--- config.mk ---
export PLATFORM = sky130hd
export DESIGN_NAME = tlb_xlate_arb
export DESIGN_NICKNAME = d
export VERILOG_FILES = /design/src/rtl/tlb_xlate_arb_pkg.sv /design/src/rtl/xlate_arb_pick.sv /design/src/rtl/tlb_xlate_arb.sv
export SDC_FILE = /design/constraint.sdc
export NUM_CORES = 1
export LEC_CHECK = 0
export CAP_MARGIN = 15
export CORE_UTILIZATION = 38
export DETAILED_ROUTE_END_ITERATION = 7
export PLACE_DENSITY = 0.9
export SLEW_MARGIN = 15
export SYNTH_ARGS = -nofsm -noshare
export SYNTH_HDL_FRONTEND = slang
export SYNTH_SLANG_ARGS = --single-unit
--- constraint.sdc ---
create_clock -name clk -period 2.01 [get_ports clk]
set_input_delay 0.5025 -clock clk [delete_from_list [all_inputs] [get_ports clk]]
set_output_delay 0.5025 -clock clk [all_outputs]
set_load 0.05 [all_outputs]
--- src/rtl/tlb_xlate_arb_pkg.sv ---
// Shared types for the fetch/load-store translation arbiter: FSM encoding,
// source IDs, exception codes and the lookup-result priority resolver.
package tlb_xlate_arb_pkg;

  typedef enum logic [1:0] {
    ST_IDLE   = 2'd0,
    ST_LOOKUP = 2'd1,
    ST_RESP   = 2'd2
  } state_t;

  localparam logic SRC_IF  = 1'b0;
  localparam logic SRC_MEM = 1'b1;

  localparam logic [1:0] ECODE_NONE   = 2'd0;
  localparam logic [1:0] ECODE_REFILL = 2'd1;

  typedef struct packed {
    logic [31:0] paddr;
    logic [1:0]  mat;
    logic [1:0]  ecode;
  } xl_rsp_t;

  // Direct-address mode beats DMW, DMW beats TLB, a full miss is a refill.
  function automatic xl_rsp_t xl_resolve(
    input logic        da,
    input logic [1:0]  dmat,
    input logic [31:0] vaddr,
    input logic        dmw_hit,
    input logic [31:0] dmw_paddr,
    input logic [1:0]  dmw_mat,
    input logic        tlb_hit,
    input logic [31:0] tlb_paddr,
    input logic [1:0]  tlb_mat
  );
    xl_rsp_t r;
    if (da)           r = '{paddr: vaddr,     mat: dmat,    ecode: ECODE_NONE};
    else if (dmw_hit) r = '{paddr: dmw_paddr, mat: dmw_mat, ecode: ECODE_NONE};
    else if (tlb_hit) r = '{paddr: tlb_paddr, mat: tlb_mat, ecode: ECODE_NONE};
    else              r = '{paddr: 32'd0,     mat: 2'd0,    ecode: ECODE_REFILL};
    return r;
  endfunction

endpackage

--- src/rtl/xlate_arb_pick.sv ---
// Two-way arbiter: grant[SRC_IF]/grant[SRC_MEM], one-hot. ptr holds the
// source granted last; the other source wins a tie.
module xlate_arb_pick
  import tlb_xlate_arb_pkg::*;
(
  input  logic       if_valid,
  input  logic       mem_valid,
  input  logic       ptr,
  output logic [1:0] grant
);

  always_comb begin
    grant          = 2'b00;
    grant[SRC_MEM] = mem_valid && !(if_valid && ptr == SRC_MEM);
    grant[SRC_IF]  = if_valid && !(mem_valid && ptr == SRC_IF);
  end

endmodule

--- src/rtl/tlb_xlate_arb.sv ---
// Arbitrates fetch and load/store translation requests onto one shared
// DMW/TLB lookup port. Define XLATE_ARB_RR_EN for round-robin, else MEM-first.
module tlb_xlate_arb
  import tlb_xlate_arb_pkg::*;
(
  input  logic        clk,
  input  logic        rstn,
  input  logic        if_req_valid,
  output logic        if_req_ready,
  input  logic [31:0] if_vaddr,
  input  logic        mem_req_valid,
  output logic        mem_req_ready,
  input  logic [31:0] mem_vaddr,
  input  logic [1:0]  plv,
  input  logic        crmd_da,
  input  logic [1:0]  crmd_dmat,
  input  logic        flush,
  output logic [31:0] xl_vaddr,
  output logic [1:0]  xl_plv,
  input  logic        xl_dmw_hit,
  input  logic [31:0] xl_dmw_paddr,
  input  logic [1:0]  xl_dmw_mat,
  input  logic        xl_tlb_hit,
  input  logic [31:0] xl_tlb_paddr,
  input  logic [1:0]  xl_tlb_mat,
  output logic        if_rsp_valid,
  input  logic        if_rsp_ready,
  output logic        mem_rsp_valid,
  input  logic        mem_rsp_ready,
  output logic [31:0] rsp_paddr,
  output logic [1:0]  rsp_mat,
  output logic [1:0]  rsp_ecode
);

  state_t      state, nxt;
  logic [31:0] vaddr_q;
  logic        src_q;
  logic        ptr;
  logic [1:0]  gnt;
  logic        idle_rdy, fire, rsp_rdy_sel;
  xl_rsp_t     rsp_q, lk;

  // Ready is gated by rstn so it reads 0 the instant reset asserts.
  assign idle_rdy    = rstn && (state == ST_IDLE) && !flush;
  assign fire        = idle_rdy && (gnt != 2'b00);
  assign rsp_rdy_sel = (src_q == SRC_MEM) ? mem_rsp_ready : if_rsp_ready;

  xlate_arb_pick u_pick (
    .if_valid  (if_req_valid),
    .mem_valid (mem_req_valid),
    .ptr       (ptr),
    .grant     (gnt)
  );

`ifdef XLATE_ARB_RR_EN
  always_ff @(posedge clk or negedge rstn)
    if (!rstn)     ptr <= SRC_IF;
    else if (fire) ptr <= gnt[SRC_MEM];
`else
  assign ptr = SRC_IF;
`endif

  always_ff @(posedge clk or negedge rstn)
    if (!rstn) state <= ST_IDLE;
    else       state <= nxt;

  always_comb begin
    nxt = state;
    case (state)
      ST_IDLE:   if (fire) nxt = ST_LOOKUP;
      ST_LOOKUP: nxt = ST_RESP;
      ST_RESP:   if (rsp_rdy_sel) nxt = ST_IDLE;
      default:   nxt = ST_IDLE;
    endcase
    if (flush) nxt = ST_IDLE;
  end

  always_comb begin
    if_req_ready  = idle_rdy;
    mem_req_ready = idle_rdy;
    xl_vaddr      = (state == ST_LOOKUP) ? vaddr_q : 32'd0;
    xl_plv        = (state == ST_LOOKUP) ? plv : 2'd0;
    if_rsp_valid  = (state == ST_RESP) && (src_q == SRC_IF);
    mem_rsp_valid = (state == ST_RESP) && (src_q == SRC_MEM);
    rsp_paddr     = rsp_q.paddr;
    rsp_mat       = rsp_q.mat;
    rsp_ecode     = rsp_q.ecode;
  end

  // crmd_da and the lookup result are sampled on the LOOKUP->RESP edge.
  assign lk = xl_resolve(crmd_da, crmd_dmat, vaddr_q,
                         xl_dmw_hit, xl_dmw_paddr, xl_dmw_mat,
                         xl_tlb_hit, xl_tlb_paddr, xl_tlb_mat);

  always_ff @(posedge clk or negedge rstn)
    if (!rstn) begin
      vaddr_q <= 32'd0;
      src_q   <= SRC_IF;
      rsp_q   <= '0;
    end else begin
      if (fire) begin
        vaddr_q <= gnt[SRC_MEM] ? mem_vaddr : if_vaddr;
        src_q   <= gnt[SRC_MEM];
      end
      if (state == ST_LOOKUP && !flush) rsp_q <= lk;
    end

endmodule

==> metrics.csv, run 1 <==
stage,metric,value,unit
timing,Worst-Margin Slew,927.4,ps
layout,fin nets,733,
layout,final core utilization,74.09,%
timing,clk_skew,14.29,ps
floorplanning,Initial Util,40.00,%
setup_path,critical path arrival,1540,ps
global_route,initial antenna violation count,0,
worst_hold_path,Worst Hold Class,input port to asynchronous set/reset pin,
placed_design,GP Congestion,0.8185,
routing,Residual DRC,0,
power,Sw Pwr,0.002255,W
timing,fmax,0.4898,GHz
logic_synthesis,synthesized area per cell,10.49,um2
setup_path,Worst Path Required,1510,ps
timing,Final Cycle Share,101.6,%
setup_path,Worst Setup Start Kind,flop,
power,Flop pwr share,35.3,%
routing,Pre-antenna DRT Iters,4,
global_route,GR Overflow Total,0,
floorplanning,Die Wd,101.6,um
layout,most frequent cells in the layout,"142 x clkdlybuf4s50_1, 68 x dfrtp_1, 56 x o21ai_0",
floorplanning,chip height,101.6,um
timing,max-slew headroom at the worst pin,38.17,%
layout,Ant. Diodes,0,
logic_synthesis,count of mapped cells out of synthesis,359,
logic_synthesis,register bit total from synthesis,70,
layout,layout cell share with drive strength beyond 1,30.80,%
global_route,first-pass GRT wire length,20800,um
placed_design,pre-CTS setup slack,-213.3,ps
routing,vias per inst,5.476,
power,Clock power frac,21.6,%
timing,endpoints failing setup,22,
floorplanning,Ports,220,
layout,"commonest non-fill, non-tap cell in the layout",clkdlybuf4s50_1,
timing,Min Hold Slack,376.5,ps
clock_network,cts bufs inserted,9,
floorplanning,standard-cell rows,35,
timing,worst setup margin,-31.86,ps
setup_path,critical path class,flop to output port,
routing,Initial DRC Count,166,
timing,Fin. Hold Viols,0,
clock_network,Root Driver,clkbuf_8,
logic_synthesis,main combinational cell family by area after synthesis,multiplexers,
global_route,GRT Util Overall,26.89,%
flow_run,Max-Cap Viols,0,
timing,fin crit period,2042,ps
logic_synthesis,syn_nets,505,
power,power density over the cells,826.5,nW/um2
power,cell-internal power,0.003510,W
timing,RSZ-0062 raised after global routing,true,
setup_path,"Max FO, Critical Path",4,
clock_network,Clock Pin Slew Worst Setup and Hold Paths,80,ps
clock_network,clock sinks,70,
routing,via count,3943,
clock_network,Clock Latency Late Sink,340,ps
logic_synthesis,multiplexer area fraction after synthesis,19.34,%
routing,remaining antenna violation count,0,
routing,wire length per cell,20.04,um
placed_design,port bufs,218,
logic_synthesis,Ys Warns,0,
power,Lkg Pwr,2.995,nW
placed_design,half-perimeter wire length after placement,10240,um
power,logic gate share of total power,43.1,%
clock_network,Clock Path Buffers,2,
clock_network,cts-stage hold buffer count,0,
timing,Pins Over Slew Limit,0,
layout,P&R area growth vs syn,85.22,%
logic_synthesis,register area share after synthesis,46.51,%
logic_synthesis,"Distinct cells, synth",24,
logic_synthesis,post-synthesis simple-gate area fraction,11.36,%
clock_network,H-tree levels,3,
power,Switching Fraction,39.12,%
setup_path,crit path capture type,output port,
floorplanning,Core Area,9415,um2
routing,WL final,14430,um
global_route,largest net degree at the start of global routing,71,
clock_network,CTS tree,built,
logic_synthesis,cell area after synthesis,3766,um2
floorplanning,total die area,10310,um2
logic_synthesis,Compound-Gate Fraction of Synth Area,17.87,%
global_route,number of global-route vias before repair,4145,
logic_synthesis,post-synthesis adder-cell area fraction,0,%
logic_synthesis,XOR/XNOR share of the synthesized area,0,%
power,highest ir drop seen on vdd,0.4544,mV
outcome,failing checks,negative setup slack,
outcome,status,"finished, violations left",
==> layout make-up <==
cell class,instances,area [um2]
clock inverters,6,87.58
multi-input cells,252,1938
flip-flops and latches,70,1754
clock buffers,9,123.9
repair buffers,252,2903
well taps,129,161.4
fillers,630,2440
inverters,2,7.507
==> synth_stat cells (all sizes together) <==
master,number,area (um2)
a21oi,3,15.01
a221oi,33,289.0
a22o,2,17.52
and2,35,219.0
buf,13,91.33
clkbuf,22,82.58
conb,1,3.750
dfrtp,70,1752
inv,2,7.510
mux2,62,698.2
mux2i,3,30.03
nand2,36,135.1
nor2,1,3.750
nor2b,4,25.02
nor3b,1,12.51
nor4b,1,23.77
o21a,1,7.510
o21ai,67,335.3
o41ai,1,8.760
or3b,1,8.760
==> flip-flops by register name, indices dropped and copies added (netlist names) <==
name	count
rsp_ecode	1
state	2
src_q	1
vaddr_q	32
rsp_mat	2
rsp_paddr	32
==> critical path, stage by stage, from the launching register on <==
cell     delay, ps
dfrtp_2        430
buf_6          140
nor4b_4        300
buf_4          200
buf_12         140
==> layer usage <==
layer  vias up  GRT usage [%]  routed length [um]
li1       1756              -                   -
met1      1931          29.01                5288
met2       214          48.49                7526
met3        42          6.832                1092
met4         0          13.82                 520
met5         -              0                   0
==> power by group through the flow <==
stage / Combinational [W] / Sequential, W / Clock [W]
3_3_place_gp: 0.00239 / 0.00201 / 0
4_1_cts: 0.00243 / 0.00202 / 0.00125
5_1_grt: 0.00260 / 0.00207 / 0.00132
2_1_floorplan: 0.000661 / 0.00268 / 0
3_5_place_dp: 0.00245 / 0.00204 / 0
6_report: 0.00249 / 0.00204 / 0.00124
==> logic make-up after synthesis <==
logic type | after synthesis
AO/OA/AOI/OAI | 107
buffers and inverters | 37
multiplexers | 65
AND/OR/NAND/NOR | 79
other | 1
flip-flops | 70
==> metrics by stage <==
step	cells	TNS, ps	power (W)	instance area, um2
after floorplan	359	-2864	0.003341	3770
after global placement	692	-4950	0.004408	6509
after detailed placement	692	-8327	0.004495	6509
after CTS	711	-138.9	0.005685	6760
after global routing	720	-1650	0.005997	6975
final	720	-356.2	0.005765	6975
==> worst paths after layout <==
check                             start            end  slack [ps]  cells past startpoint
setup / recovery               state[1]  mem_req_ready         -30                      4
hold / removal                     rstn     vaddr_q[0]         380                      2
max in group asynchronous          rstn       state[1]        1000                      2
hold reg to reg            rsp_paddr[4]   rsp_paddr[4]         480                      2
setup reg to reg               state[1]    vaddr_q[12]         250                      5
min in group clk           rsp_paddr[4]   rsp_paddr[4]         480                      2
==> what timing repair did <==
| item | in CTS | in global routing |
|---|---|---|
| pin swaps | 0 | 7 |
| setup endpoints to repair | 50 | 39 |
| setup buffers | 3 | 5 |
| resized for setup | 24 | 41 |
| cloned | 1 | 4 |
No activity file was read; power rests on OpenSTA's default activity.
==> inputs of run 2 (changes only) <==
--- a/config.mk
+++ b/config.mk
@@ -9,6 +9,7 @@
 export CORE_UTILIZATION = 38
 export DETAILED_ROUTE_END_ITERATION = 7
 export PLACE_DENSITY = 0.9
+export SKIP_LAST_GASP = 1
 export SLEW_MARGIN = 15
 export SYNTH_ARGS = -nofsm -noshare
 export SYNTH_HDL_FRONTEND = slang
==> run 2 against run 1 <==
Net effect:
- the run still ends with negative setup slack left
- global-route usage is essentially flat
- first-iteration DRC count shrank 16%
- die area is the same
- fmax is 0.32% lower
- clock power is essentially flat
- worst setup slack worse by 6.5 ps
- largest cell class unchanged
==> metrics.csv, run 2 (synthesis results as in run 1) <==
stage,metric,value,unit,change
layout,fin nets,732,,was 733
timing,Worst-Margin Slew,930.4,ps,was 927.4 ps
clock_network,Clock Path Buffers,2,,unchanged
floorplanning,Die Wd,101.6,um,unchanged
layout,P&R area growth vs syn,85.08,%,was 85.22%
setup_path,Worst R2R End,vaddr_q[12],,unchanged
worst_hold_path,Worst Hold Class,input port to asynchronous set/reset pin,,unchanged
placed_design,Cell Count Post-Placement,692,,unchanged
layout,Multi-input gate area,1941,um2,was 1938 um2
power,Lkg Pwr,2.991,nW,was 2.995 nW
clock_network,Root Driver,clkbuf_8,,unchanged
global_route,GR Overflow Total,0,,unchanged
power,power density over the cells,827.0,nW/um2,was 826.5 nW/um2
outcome,failing checks,negative setup slack,,unchanged
global_route,GRT Util Overall,26.87,%,was 26.89%
routing,Routed met2 length,7545,um,was 7526 um
floorplanning,standard-cell rows,35,,unchanged
layout,layout cell share with drive strength beyond 1,30.85,%,was 30.80%
flow_run,Max-Cap Viols,0,,unchanged
routing,met1 WL,5310,um,was 5288 um
timing,Fin. Hold Viols,0,,unchanged
power,highest ir drop seen on vdd,0.4574,mV,was 0.4544 mV
clock_network,H-tree levels,3,,unchanged
timing,fmax,0.4882,GHz,was 0.4898 GHz
routing,remaining antenna violation count,0,,unchanged
routing,Initial DRC Count,140,,was 166
global_route,initial antenna violation count,0,,unchanged
routing,DR WL met3,1067,um,was 1092 um
floorplanning,total die area,10310,um2,unchanged
timing,fin crit period,2048,ps,was 2042 ps
routing,wire length per cell,20.03,um,was 20.04 um
routing,vias per inst,5.470,,was 5.476
setup_path,critical path arrival,1550,ps,was 1540 ps
timing,Pins Over Slew Limit,0,,unchanged
routing,WL final,14400,um,was 14430 um
timing,endpoints failing setup,2,,was 22
placed_design,GP Congestion,0.8185,,unchanged
floorplanning,Ports,220,,unchanged
placed_design,port bufs,218,,unchanged
setup_path,"setup slack, reg-to-reg",250,ps,about the same
setup_path,cell depth of the worst flop-to-flop path,5,,unchanged
timing,RSZ-0062 raised after global routing,true,,unchanged
layout,post-route insts no fill,719,,was 720
global_route,largest net degree at the start of global routing,71,,unchanged
routing,Pre-antenna DRT Iters,4,,unchanged
timing,clk_skew,14.13,ps,was 14.29 ps
layout,Register Area,1754,um2,unchanged
setup_path,crit path capture type,output port,,unchanged
clock_network,CTS tree,built,,unchanged
placed_design,Post-DP Area,6509,um2,unchanged
clock_network,clock sinks,70,,unchanged
setup_path,"Max FO, Critical Path",4,,unchanged
layout,fill count,627,,was 630
setup_path,Worst Setup Start Kind,flop,,unchanged
timing,Final Cycle Share,101.9,%,was 101.6%
routing,highest routed layer,met4,,unchanged
clock_network,Clock Pin Slew Worst Setup and Hold Paths,80,ps,about the same
layout,most frequent cells in the layout,"142 x clkdlybuf4s50_1, 68 x dfrtp_1, 56 x o21ai_0",,unchanged
routing,via count,3933,,was 3943
floorplanning,Initial Util,40.00,%,unchanged
clock_network,Clock Latency Late Sink,340,ps,about the same
layout,"commonest non-fill, non-tap cell in the layout",clkdlybuf4s50_1,,unchanged
layout,Ant. Diodes,0,,unchanged
routing,Residual DRC,0,,unchanged
setup_path,Reg-to-Reg Start,state[1],,unchanged
floorplanning,Core Area,9415,um2,unchanged
outcome,status,"finished, violations left",,unchanged
placed_design,half-perimeter wire length after placement,10240,um,unchanged
setup_path,critical path class,flop to output port,,unchanged
setup_path,Worst Path Required,1510,ps,about the same
timing,max-slew headroom at the worst pin,37.97,%,was 38.17%
placed_design,pre-CTS setup slack,-213.3,ps,unchanged
clock_network,cts bufs inserted,9,,unchanged
timing,worst setup margin,-38.36,ps,was -31.86 ps
global_route,number of global-route vias before repair,4146,,was 4145
layout,design area,6970,um2,was 6975 um2
floorplanning,chip height,101.6,um,unchanged
global_route,first-pass GRT wire length,20780,um,was 20800 um
run 2: routing by layer:
metal | vias to the layer above | GRT usage, %
li1 | 1756 | -
met1 | 1934 | 29.09
met2 | 202 | 48.34
met3 | 41 | 6.832
met4 | 0 | 13.82
met5 | - | 0
run 2: per-stage QoR:
step           hold WS, ps  power, W  util (%)  setup TNS (ps)
2_1_floorplan        206.9  0.003341         -           -2864
3_3_place_gp         465.8  0.004408     69.13           -4950
3_5_place_dp         470.8  0.004495     69.13           -8327
4_1_cts              421.6  0.005682     71.75          -163.0
5_1_grt              473.4  0.005998     74.03          -521.5
6_report             377.6  0.005765     74.03          -75.82
run 2: final cells by class:
type	count	area share [%]
multi-input cells	252	27.84
well taps	129	2.316
repair buffers	251	41.54
clock inverters	6	1.257
inverters	2	0.1077
flip-flops and latches	70	25.17
clock buffers	9	1.777
run 2: worst max-delay path, cell delays in order, from the launching register on:
cell and delay [ps]:
dfrtp_2 430, buf_6 140, nor4b_4 300, buf_4 200, buf_12 140
run 2: where the power goes:
part           internal [W]  leakage [nW]  switching, W
Combinational       0.00104          2.03       0.00145
Clock              0.000692         0.109      0.000552
Sequential          0.00178         0.855      0.000255
run 2: worst max-delay path by stage:
| stage | to | startpoint | cells past startpoint |
|---|---|---|---|
| final | mem_req_ready | state[1] | 4 |
| after CTS | xl_vaddr[30] | state[1] | 4 |
| after global placement | rsp_paddr[26] | xl_dmw_hit | 5 |
| after detailed placement | rsp_paddr[11] | xl_dmw_hit | 5 |
| after global routing | mem_req_ready | state[1] | 4 |
| after floorplan | vaddr_q[10] | flush | 5 |
run 2: repair_timing:
item / 4_1_cts / 5_1_grt
buffers inserted: 3 / 6
hold buffers: 0 / 0
pin swaps: 0 / 4
gates cloned: 1 / 4
resized for setup: 22 / 47
endpoints found under the setup margin: 50 / 39
==> inputs of run 3 (changes only) <==
==> constraint.sdc (replaced) <==
create_clock -name clk -period 2.2 [get_ports clk]
set_input_delay 0.55 -clock clk [delete_from_list [all_inputs] [get_ports clk]]
set_output_delay 0.55 -clock clk [all_outputs]
set_load 0.1 [all_outputs]
==> run 3 against run 2 <==
Net effect:
- the run now ends clean
- sequential power fell by 9%
- cell area fell by 2.9%
- register-to-register slack improved by 310 ps
- combinational power rose by 24%
- critical endpoint is now xl_vaddr[21]
==> metrics.csv, run 3 (synthesis results as in run 1) <==
stage,metric,value,unit,change
outcome,status,completed,,"was finished, violations left"
floorplanning,Ports,220,,unchanged
routing,vias per inst,5.317,,was 5.470
timing,fin crit period,2167,ps,
timing,clk_skew,11.94,ps,was 14.13 ps
layout,"commonest non-fill, non-tap cell in the layout",clkdlybuf4s50_1,,unchanged
routing,Residual DRC,0,,unchanged
setup_path,Worst Setup Start Kind,flop,,unchanged
global_route,GR Overflow Total,0,,unchanged
layout,post-route insts no fill,709,,was 719
power,power density over the cells,908.7,nW/um2,was 827.0 nW/um2
setup_path,"Buf+Inv Stages, Crit Path",2,,was 3
routing,Initial DRC Count,109,,was 140
setup_path,cell depth of the worst flop-to-flop path,4,,was 5
timing,endpoints failing setup,0,,was 2
power,highest ir drop seen on vdd,0.4343,mV,was 0.4574 mV
layout,P&R area growth vs syn,79.67,%,was 85.08%
clock_network,cts-stage hold buffer count,0,,unchanged
flow_run,Max-Cap Viols,0,,unchanged
clock_network,Clock Pin Slew Worst Setup and Hold Paths,80,ps,about the same
timing,Final Cycle Share,98.51,%,
routing,remaining antenna violation count,0,,unchanged
timing,worst setup margin,32.68,ps,was -38.36 ps
power,Clock power frac,19.5,%,was 21.6%
setup_path,CP top delay family,flip-flops,,was buffers and inverters
global_route,number of global-route vias before repair,4130,,was 4146
placed_design,GP Congestion,0.8145,,was 0.8185
routing,WL final,13450,um,was 14400 um
setup_path,Worst R2R End,vaddr_q[28],,was vaddr_q[12]
placed_design,half-perimeter wire length after placement,9973,um,was 10240 um
routing,Pre-antenna DRT Iters,4,,unchanged
power,cell-internal power,0.003221,W,was 0.003510 W
timing,fmax,0.4614,GHz,
clock_network,Clock Path Buffers,2,,unchanged
floorplanning,Initial Util,40.00,%,unchanged
clock_network,CTS tree,built,,unchanged
power,Flop pwr share,30.0,%,was 35.3%
layout,fin nets,721,,was 732
power,Tot Pwr,0.006149,W,was 0.005765 W
clock_network,cts bufs inserted,9,,unchanged
setup_path,cell chain of the critical path,"nor2b_4, clkbuf_16, and2_2, buf_12",,"was buf_6, nor4b_4, buf_4, buf_12"
setup_path,Worst path slowest cell,dfrtp_2,,unchanged
floorplanning,total die area,10310,um2,unchanged
clock_network,clock sinks,70,,unchanged
setup_path,"setup slack, reg-to-reg",560,ps,was 250 ps
power,Lkg Pwr,2.827,nW,was 2.991 nW
setup_path,Worst Path Required,1650,ps,was 1510 ps
placed_design,pre-CTS setup slack,-41.35,ps,was -213.3 ps
placed_design,port bufs,218,,unchanged
global_route,GRT Util Overall,26.20,%,was 26.87%
global_route,initial antenna violation count,0,,unchanged
layout,layout cell share with drive strength beyond 1,31.90,%,was 30.85%
clock_network,Clock Latency Late Sink,340,ps,about the same
global_route,largest net degree at the start of global routing,71,,unchanged
timing,Pins Over Slew Limit,0,,unchanged
placed_design,Cell Count Post-Placement,692,,unchanged
timing,TNS Setup,0,ps,was -75.82 ps
power,Sw Pwr,0.002928,W,was 0.002255 W
setup_path,critical path class,flop to output port,,unchanged
layout,final core utilization,71.87,%,was 74.03%
setup_path,Max stage delay on crit path,480,ps,was 430 ps
floorplanning,Core Area,9415,um2,unchanged
clock_network,Post-CTS Setup Repair Bufs,0,,was 3
timing,Fin. Hold Viols,0,,unchanged
routing,wire length per cell,18.97,um,was 20.03 um
routing,via count,3770,,was 3933
power,Switching Fraction,47.61,%,was 39.11%
timing,Worst-Margin Slew,894.8,ps,was 930.4 ps
worst_hold_path,Worst Hold Class,input port to asynchronous set/reset pin,,unchanged
layout,fill count,664,,was 627
layout,Ant. Diodes,0,,unchanged
global_route,first-pass GRT wire length,20360,um,was 20780 um
layout,most frequent cells in the layout,"142 x clkdlybuf4s50_1, 68 x dfrtp_1, 56 x o21ai_0",,unchanged
setup_path,"Max FO, Critical Path",17,,was 4
power,logic gate share of total power,50.5,%,was 43.2%
floorplanning,Die Wd,101.6,um,unchanged
setup_path,crit path capture type,output port,,unchanged
clock_network,H-tree levels,3,,unchanged
floorplanning,chip height,101.6,um,unchanged
setup_path,Reg-to-Reg Start,state[1],,unchanged
clock_network,Root Driver,clkbuf_8,,unchanged
timing,max-slew headroom at the worst pin,40.34,%,was 37.97%
setup_path,critical path arrival,1620,ps,was 1550 ps
floorplanning,standard-cell rows,35,,unchanged
-- run 3: layout make-up --
class | instances | area, um2 | area share (%)
inverters | 2 | 7.507 | 0.1109
multi-input cells | 252 | 1889 | 27.92
repair buffers | 240 | 2724 | 40.26
flip-flops and latches | 70 | 1754 | 25.92
clock buffers | 10 | 137.6 | 2.034
well taps | 129 | 161.4 | 2.385
clock inverters | 6 | 92.59 | 1.368
-- run 3: worst register-to-register path, stage by stage (launching register included) --
cell and delay (ps):
dfrtp_2 480, nor4b_4 280, o21a_2 240, buf_12 170
mux2_1 350
-- run 3: metal layers --
metal	track usage (%)	part of all wire, %	vias up
met5	0	0	-
met4	12.26	2.6	0
met3	5.659	6.7	29
met2	49.84	54	174
met1	27.17	37	1833
li1	-	-	1734
-- run 3: through the flow --
stage,hold WS [ps],cell area (um2)
after floorplan,254.4,3812
after global placement,460.9,6505
after detailed placement,471.5,6505
after CTS,446.3,6734
after global routing,495.9,6766
final,426.2,6766
-- run 3: worst max-delay path by stage --
stage | slack (ps) | depth (start not counted) | from | endpoint
after floorplan | -490 | 5 | flush | vaddr_q[10]
after global placement | -30 | 4 | flush | if_req_ready
after detailed placement | -40 | 4 | flush | if_req_ready
after CTS | 10 | 4 | state[0] | xl_vaddr[2]
after global routing | -20 | 4 | state[1] | xl_vaddr[2]
final | 30 | 4 | state[1] | xl_vaddr[21]
-- run 3: timing repair --
item,CTS,global route
endpoints found under the setup margin,2,34
gates resized for setup,1,3
cloned,0,1
pin swaps,0,0
-- run 3: power groups by stage --
stage / clock network (W) / logic [W] / registers [W]
after floorplan: 0 / 0.000787 / 0.00314
after global placement: 0 / 0.00305 / 0.00184
after detailed placement: 0 / 0.00310 / 0.00187
after CTS: 0.00122 / 0.00311 / 0.00184
after global routing: 0.00128 / 0.00322 / 0.00189
final: 0.00120 / 0.00310 / 0.00185
